<file path="config.mk">
export PLATFORM = sky130hd
export DESIGN_NAME = dmem_arbiter
export DESIGN_NICKNAME = d
export VERILOG_FILES = /design/src/rtl/dmem_pkg.sv /design/src/rtl/dmem_rr_pick.sv /design/src/rtl/dmem_arbiter.sv
export SDC_FILE = /design/constraint.sdc
export NUM_CORES = 1
export LEC_CHECK = 0
export BUFFER_PORTS_ARGS = -buffer_cell sky130_fd_sc_hd__buf_2
export CORE_ASPECT_RATIO = 0.9
export CORE_MARGIN = 8
export CORE_UTILIZATION = 45
export DETAILED_ROUTE_END_ITERATION = 7
export HOLD_SLACK_MARGIN = 0.08
export PLACE_DENSITY = 0.78
export SYNTH_ARGS = -nofsm -noshare
export SYNTH_HDL_FRONTEND = slang
export SYNTH_SLANG_ARGS = --single-unit
</file>
<file path="constraint.sdc">
create_clock -name clk -period 4 [get_ports clk]
set_input_delay 0.4 -clock clk [delete_from_list [all_inputs] [get_ports clk]]
set_output_delay 0.4 -clock clk [all_outputs]
set_load 0.01 [all_outputs]
</file>
<file path="src/rtl/dmem_pkg.sv">
// Shared state encoding and requester indices for the data-memory arbiter.
// Arbitration mode is selected by ARB_FIXED_PRIO_EN in dmem_rr_pick.
package dmem_pkg;

  typedef enum logic [1:0] {
    IDLE    = 2'd0,
    ISSUE   = 2'd1,
    WAIT    = 2'd2,
    RELEASE = 2'd3
  } arb_state_e;

  localparam int unsigned NUM_REQ    = 2;
  localparam int unsigned REQ_ICACHE = 0;
  localparam int unsigned REQ_DCACHE = 1;

  function automatic logic [NUM_REQ-1:0] owner_onehot(input logic owner);
    return owner ? 2'b10 : 2'b01;
  endfunction

endpackage

</file>
<file path="src/rtl/dmem_rr_pick.sv">
// Requester selection: round-robin by default, fixed priority to the icache
// when ARB_FIXED_PRIO_EN is defined.
module dmem_rr_pick
  import dmem_pkg::*;
(
  input  logic [NUM_REQ-1:0] req,
  input  logic               last_owner,
  output logic [NUM_REQ-1:0] pick
);

`ifdef ARB_FIXED_PRIO_EN
  logic unused_last_owner;
  assign unused_last_owner = last_owner;

  always_comb begin
    pick = req;
    if (req[REQ_ICACHE]) pick = 2'b01;
  end
`else
  always_comb begin
    pick = req;
    // On contention the requester that did not own the memory last wins.
    if (&req) pick = last_owner ? 2'b01 : 2'b10;
  end
`endif

endmodule

</file>
<file path="src/rtl/dmem_arbiter.sv">
// Two-requester (icache/dcache) arbiter in front of a single data memory port,
// with a sticky WAIT watchdog. ARB_FIXED_PRIO_EN selects fixed-priority picking.
module dmem_arbiter
  import dmem_pkg::*;
#(
  parameter int unsigned ADDR_WIDTH  = 32,
  parameter int unsigned DATA_WIDTH  = 32,
  parameter int unsigned TIMEOUT_CYC = 64
) (
  input  logic                  clk,
  input  logic                  reset,
  input  logic [1:0]            rq_rd,
  input  logic [1:0]            rq_wr,
  input  logic [ADDR_WIDTH-1:0] rq_addr0,
  input  logic [ADDR_WIDTH-1:0] rq_addr1,
  input  logic [DATA_WIDTH-1:0] rq_wdata0,
  input  logic [DATA_WIDTH-1:0] rq_wdata1,
  output logic [1:0]            rq_grant,
  output logic [1:0]            rq_done,
  output logic [DATA_WIDTH-1:0] rq_rdata,
  output logic                  mem_rd_en,
  output logic                  mem_wr_en,
  output logic [ADDR_WIDTH-1:0] mem_address,
  output logic [DATA_WIDTH-1:0] mem_wr_data,
  input  logic [DATA_WIDTH-1:0] mem_rd_data,
  input  logic                  mem_ready,
  input  logic                  mem_done,
  output logic                  timeout_err
);

  localparam int unsigned WD_W = $clog2(TIMEOUT_CYC + 1);

  arb_state_e            state_q, state_d;
  logic                  owner_q, owner_d;
  logic                  last_q, last_d;
  logic                  op_rd_q, op_rd_d;
  logic [ADDR_WIDTH-1:0] addr_q, addr_d;
  logic [DATA_WIDTH-1:0] wdata_q, wdata_d;
  logic [DATA_WIDTH-1:0] rdata_q, rdata_d;
  logic                  terr_q, terr_d;
  logic [WD_W-1:0]       wd_q, wd_d;
  logic [NUM_REQ-1:0]    req, pick;
  logic                  timeout_hit;

  assign req = rq_rd | rq_wr;

  dmem_rr_pick u_pick (
    .req        (req),
    .last_owner (last_q),
    .pick       (pick)
  );

  always_comb begin
    state_d     = state_q;
    owner_d     = owner_q;
    last_d      = last_q;
    op_rd_d     = op_rd_q;
    addr_d      = addr_q;
    wdata_d     = wdata_q;
    rdata_d     = rdata_q;
    terr_d      = terr_q;
    wd_d        = wd_q;
    timeout_hit = 1'b0;
    case (state_q)
      IDLE: begin
        if (mem_ready && (|req)) begin
          owner_d = pick[REQ_DCACHE];
          // Read wins when a requester raises rd and wr together.
          op_rd_d = pick[REQ_DCACHE] ? rq_rd[REQ_DCACHE] : rq_rd[REQ_ICACHE];
          addr_d  = pick[REQ_DCACHE] ? rq_addr1 : rq_addr0;
          wdata_d = pick[REQ_DCACHE] ? rq_wdata1 : rq_wdata0;
          state_d = ISSUE;
        end
      end
      ISSUE: begin
        wd_d    = '0;
        state_d = WAIT;
      end
      WAIT: begin
        rdata_d = mem_rd_data;
        if (mem_done) begin
          state_d = RELEASE;
        end else if (wd_q == WD_W'(TIMEOUT_CYC - 1)) begin
          timeout_hit = 1'b1;
          terr_d      = 1'b1;
          state_d     = IDLE;
        end else begin
          wd_d = wd_q + 1'b1;
        end
      end
      RELEASE: begin
        last_d  = owner_q;
        state_d = IDLE;
      end
      default: state_d = IDLE;
    endcase
  end

  always_comb begin
    rq_grant    = (state_q != IDLE) ? owner_onehot(owner_q) : '0;
    // A watchdog expiry completes the transaction from WAIT directly.
    rq_done     = ((state_q == RELEASE) || timeout_hit) ? owner_onehot(owner_q) : '0;
    mem_rd_en   = (state_q == ISSUE) && op_rd_q;
    mem_wr_en   = (state_q == ISSUE) && !op_rd_q;
    mem_address = addr_q;
    mem_wr_data = wdata_q;
    rq_rdata    = rdata_q;
    timeout_err = terr_q;
  end

  always_ff @(posedge clk or posedge reset) begin
    if (reset) begin
      state_q <= IDLE;
      owner_q <= 1'b0;
      last_q  <= 1'b1;
      op_rd_q <= 1'b0;
      addr_q  <= '0;
      wdata_q <= '0;
      rdata_q <= '0;
      terr_q  <= 1'b0;
      wd_q    <= '0;
    end else begin
      state_q <= state_d;
      owner_q <= owner_d;
      last_q  <= last_d;
      op_rd_q <= op_rd_d;
      addr_q  <= addr_d;
      wdata_q <= wdata_d;
      rdata_q <= rdata_d;
      terr_q  <= terr_d;
      wd_q    <= wd_d;
    end
  end

endmodule

</file>
Word level (Yosys, flattened, before mapping)

Index checks and enable logic that the tools add are counted.
W data, S select, Z words.

$add $sub $neg: 1
Eq/ne operators: 8
Muxes and demuxes: 18
Bitwise logic cells: 2
Reductions and logical operators: 14

Operators by type and width:

| operator              | number |
|---|---|
| $mux W32              | 2 |
| $mux W2               | 8 |
| $mux W7               | 2 |
| $pmux W7 S2           | 1 |
| $pmux W2 S4           | 1 |
| $add A7 B1 Y7 const B | 1 |
| $eq A7 B6 Y1 const B  | 1 |
| $ne A2 B2 Y1 const B  | 3 |
| $reduce_and A2 Y1     | 3 |
| $reduce_and A3 Y1     | 2 |
| $eq A2 B2 Y1 const B  | 2 |
| $mux W1               | 4 |
| $reduce_bool A2 Y1    | 2 |
| $logic_and A1 B1 Y1   | 3 |
| $ne A3 B3 Y1 const B  | 1 |
| $eq A2 B1 Y1 const B  | 1 |
| $logic_not A2 Y1      | 1 |
| $or A2 B2 Y2          | 1 |
| $reduce_or A2 Y1      | 1 |
| $logic_not A1 Y1      | 1 |
| $logic_or A1 B1 Y1    | 1 |
| $not A1 Y1            | 1 |

Register bits after elaboration: 109
Input bits: 168
Output and inout bits: 103
Word-level logic and storage cells: 52

Logic depth before layout (Yosys ltp)

Word-level depth: 6
Gate-level depth with buffers: 7

Cells and area by module

A second synthesis with hierarchy kept.

Cell total of the unflattened synthesis: 496
Area total of the unflattened synthesis: 4923.5 µm²

Modules (own cells, without submodules):

| module       | instances | cells an instance | area an instance (µm²) |
|---|---|---|---|
| dmem_arbiter | 1         | 493               | 4904.7 |
| dmem_rr_pick | 1         | 3                 | 18.8 |

Worst setup path before layout

Ideal clock, no wire load.

Path type: reg2out
Start: register wd_q[0]
End: output port rq_done[0]
Arrival: 1256 ps
Required time: 3600 ps
Slack: 2344 ps
Cell stages (with the launch flop): 6
Path through: dfrtp_1 ha_1 nand4_1 nor3_1 o21ai_0 nor2_1

Cells in the longest elaborated chain, start to end: 6

RTL lines:

| what                   | RTL line            | RTL |
|---|---|---|
| from (decl)            | dmem_arbiter.sv:41  | `logic [WD_W-1:0] wd_q, wd_d;` |
| from (signal assigned) | dmem_arbiter.sv:131 | `wd_q <= wd_d;` |
| $eq A7 B6 Y1           | dmem_arbiter.sv:83  | `end else if (wd_q == WD_W'(TIMEOUT_CYC - 1)) begin` |
| $mux W1                | dmem_arbiter.sv:83  |  |
| $mux W1                | dmem_arbiter.sv:81  | `if (mem_done) begin` |
| $mux W1                | dmem_arbiter.sv:64  | `case (state_q)` |
| $logic_or A1 B1 Y1     | dmem_arbiter.sv:102 | `rq_done = ((state_q == RELEASE) \|\| timeout_hit) ? owner_onehot(owner_q) : '0;` |
| $mux W2                | dmem_arbiter.sv:102 |  |
| to (decl)              | dmem_arbiter.sv:19  | `output logic [1:0] rq_done,` |

No other way between the ends.

Final worst setup path

Same ends and word-level chain as after synthesis.

==> impl_metrics.csv <==
group,metric,value,unit
clock_tree,worstSkewPairLatency,340,ps
setup_path,crit_end,"rq_done[0]",
drt,vias,4489,
clock_tree,cts_htree_levels,3,
setup_path,cp-startpoint,"wd_q[0]$_DFFE_PP0P_",
grt,met2_usage,33.7,%
place,dpl.hpwl,11600,µm
sta,hold_viol,0,
sta,clock_skew,6.69,ps
setup_path,reg2reg_from,"state_q[1]$_DFFE_PP0P_",
setup_path,path_cells,"ha_1 > nand4_1 > nor3_1 > o21ai_0 > nor2_1 > buf_2",
sta,slew_viol_final,0,
drt,post-route-drc-count,0,
floorplan,dieArea,14600,µm²
floorplan,core,10800,µm²
floorplan,die_y,115,µm
pwr,powerDensity,774,nW/µm²
job,maxCapViolCount,0,
synthesis,synth_edf_count,0,
setup_path,cp.required,3600,ps
worst_hold_path,hold_class,"input port to register",
grt,grt-busiest-layer,"met2",
clock_tree,cts.sinks,109,
sta,min_period,2430,ps
drt,ant_nets,0,
synthesis,ys_types,34,
grt,antenna_found_initial,0,
setup_path,crit_slowest_cell,"dfrtp_1",
grt,grt_pass1_vias,4768,
synthesis,synthesis.area,4950,µm²
clock_tree,cts.repair.resized,0,
finish,area_growth,34.6,%
clock_tree,post_cts_buffers,0,
finish,layout-drive-gt1-share,39.5,%
synthesis,synthArstFlopShare,100,%
clock_tree,cts_buffers,9,
drt,via_per_inst,5.02,
grt,grt_pass1_wl,23900,µm
setup_path,reg2reg_depth,5,
setup_path,cp_slowest_stage_delay,410,ps
drt,dr.pass1.iters,4,
place,numPortBuffers,270,
sta,max_clock_freq,411,MHz
grt,met1_usage,23.0,%
clock_tree,root_buffer,"clkbuf_16",
synthesis,ys.flop_type,"dfrtp_1",
grt,grtUsageTotal,20.1,%
finish,diodes,0,
grt,grt_overflow_total,0,
floorplan,ios,271,
clock_tree,clock_path_buffers,2,
synthesis,yosys_warnings,0,
synthesis,netlist_instances,503,
setup_path,path_class,"register to output port",
setup_path,cp.arrival,2030,ps
drt,routed_wl,14800,µm
clock_tree,cts_tree,"done",
setup_path,crit-reg2reg-capture,"mem_wr_data[29]$_DFFE_PP0P_",
grt,grt_max_degree,93,
setup_path,cp_max_fo,5,
pwr,leakage,0.00361,µW
floorplan,start_util,46.0,%
synthesis,syn_area_per_cell,9.84,µm²
floorplan,rows,36,
place,gp_congestion,0.840,
floorplan,die_w,127,µm
finish,nFillCells,915,
finish,nets,926,
drt,wl_per_cell,16.5,µm
grt,use_met3,8.83,%
clock_tree,holdBufCountCts,0,
setup_path,reg2reg_slack,1660,ps
synthesis,synth-seq-cells,109,
clock_tree,clkTransAtPathRegs,70,ps
sta,rsz0062_at_grt,"false",
pwr,peakVddDrop,0.376,mV
setup_path,cp-end-kind,"output port",
sta,worst_pin_slew,1110,ps
synthesis,synth_nets,672,
sta,final-setup-viol-count,0,
finish,postLayoutCoreUtil,61.8,%
synthesis,ys_seq_area_share,55.2,%
setup_path,crit_path_start_kind,"register",
sta,tns,0,ps
drt,drtIter0Drc,299,
run_status,status,"completed",
sta,slew_headroom,25.8,%
sta,period_share,60.8,%
critical path, delay by kind of cell (launching register included):
family / cells / cell delay [ps]
buf+inv: 1 / 150
fa+ha+maj: 1 / 240
simple gates: 3 / 690
flops: 1 / 410
compound gates: 1 / 200
logic make-up after synthesis:
logic type	count (synthesis)	share of synthesized area, %
flip-flops	109	55.2
multiplexers	68	13.9
buffers and inverters	40	4.98
AND/OR/NAND/NOR	198	16.0
adder cells (fa/ha/maj)	1	0.253
XOR/XNOR	1	0.177
AO/OA/AOI/OAI	86	9.51
placed cells by master, fill, tap and decap left out, types with 3 or more instances in the layout:
master / Yosys / final
mux2i_1: 66 / 66
nand2_1: 103 / 102
buf_4: 0 / 6
clkbuf_16: 0 / 9
inv_1: 7 / 6
nand3_1: 3 / 3
dfrtp_1: 108 / 108
nand2b_1: 3 / 3
clkbuf_8: 0 / 3
nor2_1: 75 / 75
buf_2: 11 / 270
a21oi_1: 70 / 70
o21ai_0: 5 / 5
cells in the mapped netlist (2+ instances only):
| library cell | instances | area share [%] |
|---|---|---|
| a21o_1 | 2 | 0.30 |
| a21oi_1 | 70 | 7.1 |
| a22o_1 | 2 | 0.35 |
| a31oi_1 | 2 | 0.25 |
| and2_1 | 2 | 0.25 |
| buf_2 | 11 | 1.1 |
| buf_6 | 11 | 2.5 |
| clkbuf_1 | 11 | 0.83 |
| dfrtp_1 | 108 | 55 |
| inv_1 | 7 | 0.53 |
| mux2i_1 | 66 | 13 |
| nand2_1 | 103 | 7.8 |
| nand2b_1 | 3 | 0.38 |
| nand3_1 | 3 | 0.30 |
| nand4_1 | 2 | 0.25 |
| nor2_1 | 75 | 5.7 |
| nor2b_1 | 3 | 0.38 |
| nor3_1 | 2 | 0.20 |
| o21ai_0 | 5 | 0.51 |
metal layers:
metal / wire length [µm] / share of wire, %
met1: 5660 / 38
met2: 7200 / 49
met3: 1730 / 12
met4: 195 / 1.3
met5: 0 / 0
metrics by stage:
stage	power, µW	cell area [µm²]	setup slack (ps)	hold WS (ps)	cells
4_1_cts	5220	6660	1560	235	895
2_1_floorplan	3330	4950	728	493	503
3_5_place_dp	4210	6310	1710	449	879
3_3_place_gp	4090	6310	1820	441	879
5_1_grt	5550	6660	1420	238	895
6_report	5150	6660	1570	247	895
flip-flops by register name, summed over array words and instances (netlist names):
register     count
state_q          2
mem_wr_data     32
rq_rdata        32
last_q           1
timeout_err      1
wd_q             7
owner_q          1
op_rd_q          1
mem_address     32
final cells by class:
type                            count  area, µm²  share of cell area, %
Tap cell                          133        166                   2.50
Inverter                            7       28.8                  0.432
Clock buffer                       12        267                   4.00
Timing Repair Buffer              276       1400                   21.0
Multi-Input combinational cell    354       1990                   29.9
Clock inverter                      4       77.6                   1.17
Sequential cell                   109       2730                   41.0
power breakdown:
group | internal [µW] | switching [µW] | total, µW | leakage [µW]
Clock | 604 | 392 | 995 | 0.000169
Combinational | 907 | 1320 | 2220 | 0.00217
Sequential | 1630 | 308 | 1930 | 0.00126
Total | 3140 | 2020 | 5150 | 0.00361
worst min path at each step:
stage | from | end | slack, ps | cells past startpoint
6_report | mem_rd_data[27] | rq_rdata[27]$_DFFE_PP0P_ | 250 | 3
5_1_grt | mem_rd_data[12] | rq_rdata[12]$_DFFE_PP0P_ | 240 | 3
4_1_cts | mem_rd_data[27] | rq_rdata[27]$_DFFE_PP0P_ | 230 | 3
3_5_place_dp | timeout_err$_DFFE_PP0P_ | timeout_err$_DFFE_PP0P_ | 450 | 1
3_3_place_gp | timeout_err$_DFFE_PP0P_ | timeout_err$_DFFE_PP0P_ | 440 | 1
2_1_floorplan | timeout_err$_DFFE_PP0P_ | timeout_err$_DFFE_PP0P_ | 490 | 1
Note: power is estimated with default switching activity, not from simulation.
